===== config.mk =====
export PLATFORM = sky130hd
export DESIGN_NAME = core_mem_arbiter_flat
export DESIGN_NICKNAME = d
export VERILOG_FILES = /design/src/rtl/core_mem_arbiter_if.sv /design/src/rtl/core_mem_arbiter.sv /design/src/flat_wrapper.sv
export SDC_FILE = /design/constraint.sdc
export NUM_CORES = 1
export LEC_CHECK = 0
export CAP_MARGIN = 20
export CORE_MARGIN = 1
export CORE_UTILIZATION = 50
export CTS_BUF_LIST = sky130_fd_sc_hd__clkbuf_2 sky130_fd_sc_hd__clkbuf_4 sky130_fd_sc_hd__clkbuf_8
export DETAILED_ROUTE_END_ITERATION = 8
export GPL_TIMING_DRIVEN = 0
export PLACE_DENSITY = 0.93
export SLEW_MARGIN = 20
export SYNTH_ARGS = -nofsm -noshare
export SYNTH_HDL_FRONTEND = slang
export SYNTH_SLANG_ARGS = --single-unit

===== constraint.sdc =====
create_clock -name clk -period 2.3 [get_ports clk]
set_clock_uncertainty 0.1 [all_clocks]
set_input_delay 0.345 -clock clk [delete_from_list [all_inputs] [get_ports clk]]
set_output_delay 0.345 -clock clk [all_outputs]
set_load 0.03 [all_outputs]

===== src/rtl/core_mem_arbiter_if.sv =====
// core_mem_arbiter_if
//   Bundles the core-array and global-memory signals of core_mem_arbiter.
//   slave  : the arbiter's view (core requests in, memory requests out)
//   master : the surrounding die/testbench view (opposite directions)
//   Core-side vectors are packed per core: core i at [i*width +: width].
interface core_mem_arbiter_if #(
  parameter int unsigned NUM_CORES  = 4,
  parameter int unsigned addr_width = 32,
  parameter int unsigned data_width = 32
);
  logic [NUM_CORES-1:0]            core_rd_req;
  logic [NUM_CORES-1:0]            core_wr_req;
  logic [NUM_CORES*addr_width-1:0] core_addr;
  logic [NUM_CORES*data_width-1:0] core_wr_data;
  logic [data_width-1:0]           core_rd_data;
  logic [NUM_CORES-1:0]            core_busy;
  logic [NUM_CORES-1:0]            core_ack;
  logic                            mem_rd_req;
  logic                            mem_wr_req;
  logic [addr_width-1:0]           mem_addr;
  logic [data_width-1:0]           mem_wr_data;
  logic [data_width-1:0]           mem_rd_data;
  logic                            mem_busy;
  logic                            mem_ack;

  modport slave (
    input  core_rd_req, core_wr_req, core_addr, core_wr_data,
    output core_rd_data, core_busy, core_ack,
    output mem_rd_req, mem_wr_req, mem_addr, mem_wr_data,
    input  mem_rd_data, mem_busy, mem_ack
  );

  modport master (
    output core_rd_req, core_wr_req, core_addr, core_wr_data,
    input  core_rd_data, core_busy, core_ack,
    input  mem_rd_req, mem_wr_req, mem_addr, mem_wr_data,
    output mem_rd_data, mem_busy, mem_ack
  );
endinterface


===== src/rtl/core_mem_arbiter.sv =====
// core_mem_arbiter
//   Shares one global-memory request port among NUM_CORES cores. Each core's
//   one-cycle rd/wr pulse is captured into a per-core buffer; buffered requests
//   are granted round-robin and issued one at a time (IDLE -> REQ -> WAIT).
// Ports
//   clk : clock, rising edge
//   rst : asynchronous active-low reset
//   bus : core_mem_arbiter_if.slave
//         core_rd_req/core_wr_req/core_addr/core_wr_data in, core_rd_data
//         (broadcast), core_busy (pending), core_ack (completion pulse) out;
//         mem_rd_req/mem_wr_req (1-cycle pulses), mem_addr, mem_wr_data out;
//         mem_rd_data, mem_busy (informational), mem_ack in.
module core_mem_arbiter #(
  parameter int unsigned NUM_CORES  = 4,
  parameter int unsigned addr_width = 32,
  parameter int unsigned data_width = 32
) (
  input  logic                    clk,
  input  logic                    rst,
  core_mem_arbiter_if.slave       bus
);
  localparam int unsigned GW = (NUM_CORES > 1) ? $clog2(NUM_CORES) : 1;

  typedef enum logic [1:0] {IDLE = 2'd0, REQ = 2'd1, WAIT = 2'd2} state_t;

  state_t                st, st_nxt;
  logic [NUM_CORES-1:0]  pend;
  logic [NUM_CORES-1:0]  op_buf;          // 1 = write
  logic [addr_width-1:0] addr_buf [NUM_CORES];
  logic [data_width-1:0] data_buf [NUM_CORES];
  logic [GW-1:0]         grant, last, pick;
  logic                  pick_valid;
  logic                  op_q;
  logic [addr_width-1:0] addr_q;
  logic [data_width-1:0] wdata_q;
  logic [NUM_CORES-1:0]  ack_vec;
  logic                  done;
  logic                  mem_busy_unused;

  assign mem_busy_unused = bus.mem_busy;
  // mem_ack only completes a transaction that is actually outstanding
  assign done = (st != IDLE) && bus.mem_ack;

  // Round-robin pick: first pending index after the last completed grant
  always_comb begin
    int unsigned idx;
    logic [GW-1:0] cand;
    idx        = 0;
    cand       = '0;
    pick       = last;
    pick_valid = 1'b0;
    for (int unsigned k = 1; k <= NUM_CORES; k++) begin
      idx  = (32'(last) + k) % NUM_CORES;
      cand = GW'(idx);
      if (!pick_valid && pend[cand]) begin
        pick       = cand;
        pick_valid = 1'b1;
      end
    end
  end

  // State register
  always_ff @(posedge clk or negedge rst) begin
    if (!rst) st <= IDLE;
    else      st <= st_nxt;
  end

  // Next-state logic
  always_comb begin
    st_nxt = st;
    case (st)
      IDLE:    if (pick_valid) st_nxt = REQ;
      REQ:     st_nxt = bus.mem_ack ? IDLE : WAIT;
      WAIT:    if (bus.mem_ack) st_nxt = IDLE;
      default: st_nxt = IDLE;
    endcase
  end

  // Outputs
  always_comb begin
    ack_vec = '0;
    if (done) ack_vec[grant] = 1'b1;
    bus.core_ack     = ack_vec;
    bus.core_busy    = pend;
    bus.core_rd_data = bus.mem_rd_data;
    bus.mem_rd_req   = (st == REQ) && !op_q;
    bus.mem_wr_req   = (st == REQ) && op_q;
    bus.mem_addr     = addr_q;
    bus.mem_wr_data  = wdata_q;
  end

  // Grant / in-flight request registers
  always_ff @(posedge clk or negedge rst) begin
    if (!rst) begin
      grant   <= '0;
      last    <= GW'(NUM_CORES - 1);
      op_q    <= 1'b0;
      addr_q  <= '0;
      wdata_q <= '0;
    end else begin
      if (st == IDLE && pick_valid) begin
        grant   <= pick;
        op_q    <= op_buf[pick];
        addr_q  <= addr_buf[pick];
        wdata_q <= data_buf[pick];
      end
      if (done) last <= grant;
    end
  end

  // Per-core capture. A new pulse in the core's own ack cycle takes priority
  // over the clear, so the buffer reloads and pend stays set.
  always_ff @(posedge clk or negedge rst) begin
    if (!rst) begin
      pend   <= '0;
      op_buf <= '0;
      for (int unsigned i = 0; i < NUM_CORES; i++) begin
        addr_buf[i] <= '0;
        data_buf[i] <= '0;
      end
    end else begin
      for (int unsigned i = 0; i < NUM_CORES; i++) begin
        if ((bus.core_rd_req[i] || bus.core_wr_req[i]) && (!pend[i] || ack_vec[i])) begin
          pend[i]     <= 1'b1;
          op_buf[i]   <= bus.core_wr_req[i];
          addr_buf[i] <= bus.core_addr[i*addr_width +: addr_width];
          data_buf[i] <= bus.core_wr_data[i*data_width +: data_width];
        end else if (ack_vec[i]) begin
          pend[i] <= 1'b0;
        end
      end
    end
  end
endmodule


===== src/flat_wrapper.sv =====
// flat-port wrapper written by rule: the top's interface ports become plain ports
module core_mem_arbiter_flat 
#(
  parameter int unsigned NUM_CORES  = 4,
  parameter int unsigned addr_width = 32,
  parameter int unsigned data_width = 32
)
  (clk, rst, bus_core_rd_req, bus_core_wr_req, bus_core_addr, bus_core_wr_data, bus_core_rd_data, bus_core_busy, bus_core_ack, bus_mem_rd_req, bus_mem_wr_req, bus_mem_addr, bus_mem_wr_data, bus_mem_rd_data, bus_mem_busy, bus_mem_ack);
  core_mem_arbiter_if #(.NUM_CORES(NUM_CORES), .addr_width(addr_width), .data_width(data_width)) bus_i ();
  input  logic clk;
  input  logic rst;
  input wire logic [$bits(bus_i.core_rd_req)-1:0] bus_core_rd_req;
  input wire logic [$bits(bus_i.core_wr_req)-1:0] bus_core_wr_req;
  input wire logic [$bits(bus_i.core_addr)-1:0] bus_core_addr;
  input wire logic [$bits(bus_i.core_wr_data)-1:0] bus_core_wr_data;
  output wire logic [$bits(bus_i.core_rd_data)-1:0] bus_core_rd_data;
  output wire logic [$bits(bus_i.core_busy)-1:0] bus_core_busy;
  output wire logic [$bits(bus_i.core_ack)-1:0] bus_core_ack;
  output wire logic [$bits(bus_i.mem_rd_req)-1:0] bus_mem_rd_req;
  output wire logic [$bits(bus_i.mem_wr_req)-1:0] bus_mem_wr_req;
  output wire logic [$bits(bus_i.mem_addr)-1:0] bus_mem_addr;
  output wire logic [$bits(bus_i.mem_wr_data)-1:0] bus_mem_wr_data;
  input wire logic [$bits(bus_i.mem_rd_data)-1:0] bus_mem_rd_data;
  input wire logic [$bits(bus_i.mem_busy)-1:0] bus_mem_busy;
  input wire logic [$bits(bus_i.mem_ack)-1:0] bus_mem_ack;
  assign bus_i.core_rd_req = bus_core_rd_req;
  assign bus_i.core_wr_req = bus_core_wr_req;
  assign bus_i.core_addr = bus_core_addr;
  assign bus_i.core_wr_data = bus_core_wr_data;
  assign bus_core_rd_data = bus_i.core_rd_data;
  assign bus_core_busy = bus_i.core_busy;
  assign bus_core_ack = bus_i.core_ack;
  assign bus_mem_rd_req = bus_i.mem_rd_req;
  assign bus_mem_wr_req = bus_i.mem_wr_req;
  assign bus_mem_addr = bus_i.mem_addr;
  assign bus_mem_wr_data = bus_i.mem_wr_data;
  assign bus_i.mem_rd_data = bus_mem_rd_data;
  assign bus_i.mem_busy = bus_mem_busy;
  assign bus_i.mem_ack = bus_mem_ack;
  core_mem_arbiter #(.NUM_CORES(NUM_CORES), .addr_width(addr_width), .data_width(data_width)) u_core (.clk(clk), .rst(rst), .bus(bus_i));
endmodule

==> flow_summary_export.csv <==
group,metric,value,unit
run_status,outcome,"finished clean",
die,std_cell_rows,61,
power_and_ir_drop,clkPwrFrac,19.4,%
die,core,28000,um^2
grt,first_global_vias,11400,
power_and_ir_drop,p_leak,8.94,nW
clocking,clk_latency,570,ps
power_and_ir_drop,power.total,28.5,mW
die,die_w,172,um
clocking,cts_tree,"done",
layout,nets,1742,
power_and_ir_drop,p_sw_share,37.0,%
place,hpwlAfterDp,29.4,mm
place,placement.io_buffers,372,
detailed_routing,avgRoutedWirePerCell,22.6,um
worst_hold_path,holdCritPathClass,"in -> async",
logic_synthesis,netlist_area,14400,um^2
clocking,cts.reportedPaths.clkPinSlew,60,ps
die,fp.dieH,172,um
logic_synthesis,synth_edf_count,0,
setup_path,worstPathCellList,"or2_1, o21ai_1, a211o_1, clkbuf_4, buf_12, buf_6, mux2i_1, o221ai_1",
timing,slew_headroom,40.3,%
setup_path,critPathBufInv,3,
clocking,cts_buffer_depth,3,
timing,worst_hold_slack,181,ps
setup_path,cp.required,2610,ps
layout,fill_cells,1799,
timing,setup_viol,0,
run,maxCapViolCount,0,
detailed_routing,drt_iter0_markers,414,
setup_path,critPathKind,"reg -> reg",
setup_path,path_delay_family,"flip-flops",
detailed_routing,drt_wl_total,42.1,mm
clocking,cts_max_level,2,
power_and_ir_drop,p_seq_share,37.5,%
logic_synthesis,ys_seq_elements,335,
place,place_area,18700,um^2
logic_synthesis,syn_nets,1308,
die,die_area,29500,um^2
logic_synthesis,ys_seq_area_share,58.3,%
layout,drive_gt1_share,14.8,%
layout,design_area,20100,um^2
die,start_util,51.4,%
layout,area_delta_synth_final,39.4,%
clocking,cts_buffers,53,
detailed_routing,via_per_inst,5.55,
logic_synthesis,ys_async_sr_fraction,100,%
setup_path,end_kind,"flop",
grt,grt_start_max_net_pins,105,
detailed_routing,ant_nets,0,
detailed_routing,post-route-drc-count,0,
grt,grt_pass1_wl,63.5,mm
setup_path,crit_path_start_kind,"flop",
timing,hold_violations,0,
layout,fin_util,71.6,%
setup_path,worst-path-max-fanout,10,
grt,grt_remaining_overflow,0,
detailed_routing,drt_pass1_iterations,4,
logic_synthesis,netlist-cell-type-count,32,
power_and_ir_drop,peakVddDrop,823,uV
timing,rsz0062_at_grt,"yes",
die,io_pins,406,
timing,fin_crit,2260,ps
place,dp_slack,-568,ps
setup_path,worstPathArrival,2570,ps
timing,fin_crit_sh,98.1,%
logic_synthesis,synth_cells,1008,
grt,antenna_found_initial,3,
logic_synthesis,syn_avg_cell_area,14.3,um^2
setup_path,slowest_stage,"dfstp_2",
power_and_ir_drop,switching_power,10.5,mW
logic_synthesis,synth_ff_type,"dfrtp_1",
timing,report.final.slew_viol_count,0,
place,globalplace.congestion,0.845,
power_and_ir_drop,p_per_area,1420,nW/um^2
timing,finalWorstSetupSlack,43.4,ps
power_and_ir_drop,p_int,18.0,mW
setup_path,cpPeakStageDelay,560,ps
grt,track_usage,28.8,%
clocking,clock_sinks,335,
power_and_ir_drop,pwr-share-comb,43.1,%
timing,worstMarginPinSlew,895,ps
logic_synthesis,ys_warn_count,0,
timing,fmax,443,MHz
detailed_routing,dr_total_vias,10300,
clocking,ctsRootBufferMaster,"clkbuf_8",
==> synth_stat cells (all sizes together), types with 2 or more instances <==
cell type | n | area share (%)
nand2b | 5 | 0.22
o21ai | 9 | 0.44
a22o | 4 | 0.24
nor2 | 8 | 0.21
nand2 | 85 | 2.2
a21oi | 4 | 0.22
nor3 | 2 | 0.10
dfrtp | 333 | 58
mux2 | 256 | 20
buf | 84 | 4.2
clkbuf | 9 | 0.23
o221ai | 65 | 4.0
dfstp | 2 | 0.37
mux2i | 130 | 9.0
inv | 3 | 0.078
==> layout by cell type, fill, tap and decap left out, types with 3 or more instances in the layout <==
master             n
clkdlybuf4s50_1  362
dfrtp_1          330
mux2_1           252
mux2i_1          127
nand2_1           85
clkbuf_8          74
o221ai_1          64
buf_4             49
buf_6             21
clkbuf_4          21
buf_2             10
nor2_1             8
nand2b_1           5
mux2_2             4
clkbuf_2           4
clkbuf_1           4
a22o_1             4
clkinv_2           4
dlygate4sd2_1      4
o21ai_2            3
a21oi_1            3
mux2i_2            3
buf_16             3
dfrtp_2            3
==> kinds of logic (layout without fill, tap and decap cells) <==
family,after synthesis,in the layout,share of synthesized area (%)
mux,386,386,29.1
flops,335,335,58.3
simple gates,106,106,3.03
buf+inv,96,570,4.55
compound gates,84,84,4.98
xor+xnor,1,1,0.0609
other cells,0,2,0
==> registers in the layout, indices dropped and copies added (netlist names) <==
signal and flops:
u_core.last 2, u_core.addr_buf 128, u_core.data_buf 128, u_core.grant 2
u_core.op_q 1, u_core.st 2, u_core.op_buf 4, u_core.bus.mem_addr 32
u_core.bus.mem_wr_data 32, u_core.bus.core_busy 4
==> worst paths after layout <==
check                                                     start                                      to  slack [ps]  depth (start not counted)
worst max-delay path                 u_core.last[1]$_DFFE_PN1P_  u_core.bus.mem_wr_data[25]$_DFFE_PN0P_          40                          8
worst min-delay path                                        rst     u_core.bus.mem_addr[15]$_DFFE_PN0P_         180                          2
max in group asynchronous                                   rst         u_core.data_buf[66]$_DFFE_PN0P_        1040                          3
worst min register to register  u_core.addr_buf[26]$_DFFE_PN0P_         u_core.addr_buf[26]$_DFFE_PN0P_         390                          1
worst max register to register       u_core.last[1]$_DFFE_PN1P_  u_core.bus.mem_wr_data[25]$_DFFE_PN0P_          40                          8
min in group clk                           bus_core_wr_data[76]         u_core.data_buf[44]$_DFFE_PN0P_         260                          2
==> power groups by stage <==
stage                     Combinational [mW]  Sequential [mW]  Clock, mW
final                                   12.3             10.7       5.52
after global routing                    13.2             11.0       5.86
after CTS                               12.2             10.6       5.61
after detailed placement                12.0             10.7          0
after global placement                  11.5             10.5          0
after floorplan                         6.99             11.2          0
==> per-stage QoR <==
step / std cells / setup TNS [ps]
2_1_floorplan: 1008 / 0
3_3_place_gp: 1758 / -4501680
3_5_place_dp: 1761 / -90750
4_1_cts: 1860 / -32.7
5_1_grt: 1862 / -149
6_report: 1862 / 0
==> layout make-up <==
cell class	count	area (um^2)	area share (%)
antenna	2	5.00	0.0250
buffer	92	734	3.66
clock buffer	88	1120	5.60
clock inverter	7	65.1	0.324
inverter	3	11.3	0.0562
multi-input combinational	577	5390	26.9
sequential	335	8390	41.8
tap	378	473	2.36
timing repair buffer	380	3860	19.2
==> timing repair <==
item	4_1_cts	5_1_grt
setup buffers	4	0
pin swaps	1	0
hold buffers	1	0
gates resized for setup	29	40
setup endpoints to repair	196	189
endpoints found under the hold margin	47	0
==> routing by layer <==
| metal | share of wire, % | GRT usage, % |
|---|---|---|
| met1 | 38 | 32.8 |
| met4 | 5.0 | 15.6 |
| met2 | 50 | 49.8 |
| met3 | 7.1 | 7.13 |
| met5 | 0.029 | 0 |
No activity file was read; power rests on OpenSTA's default activity.
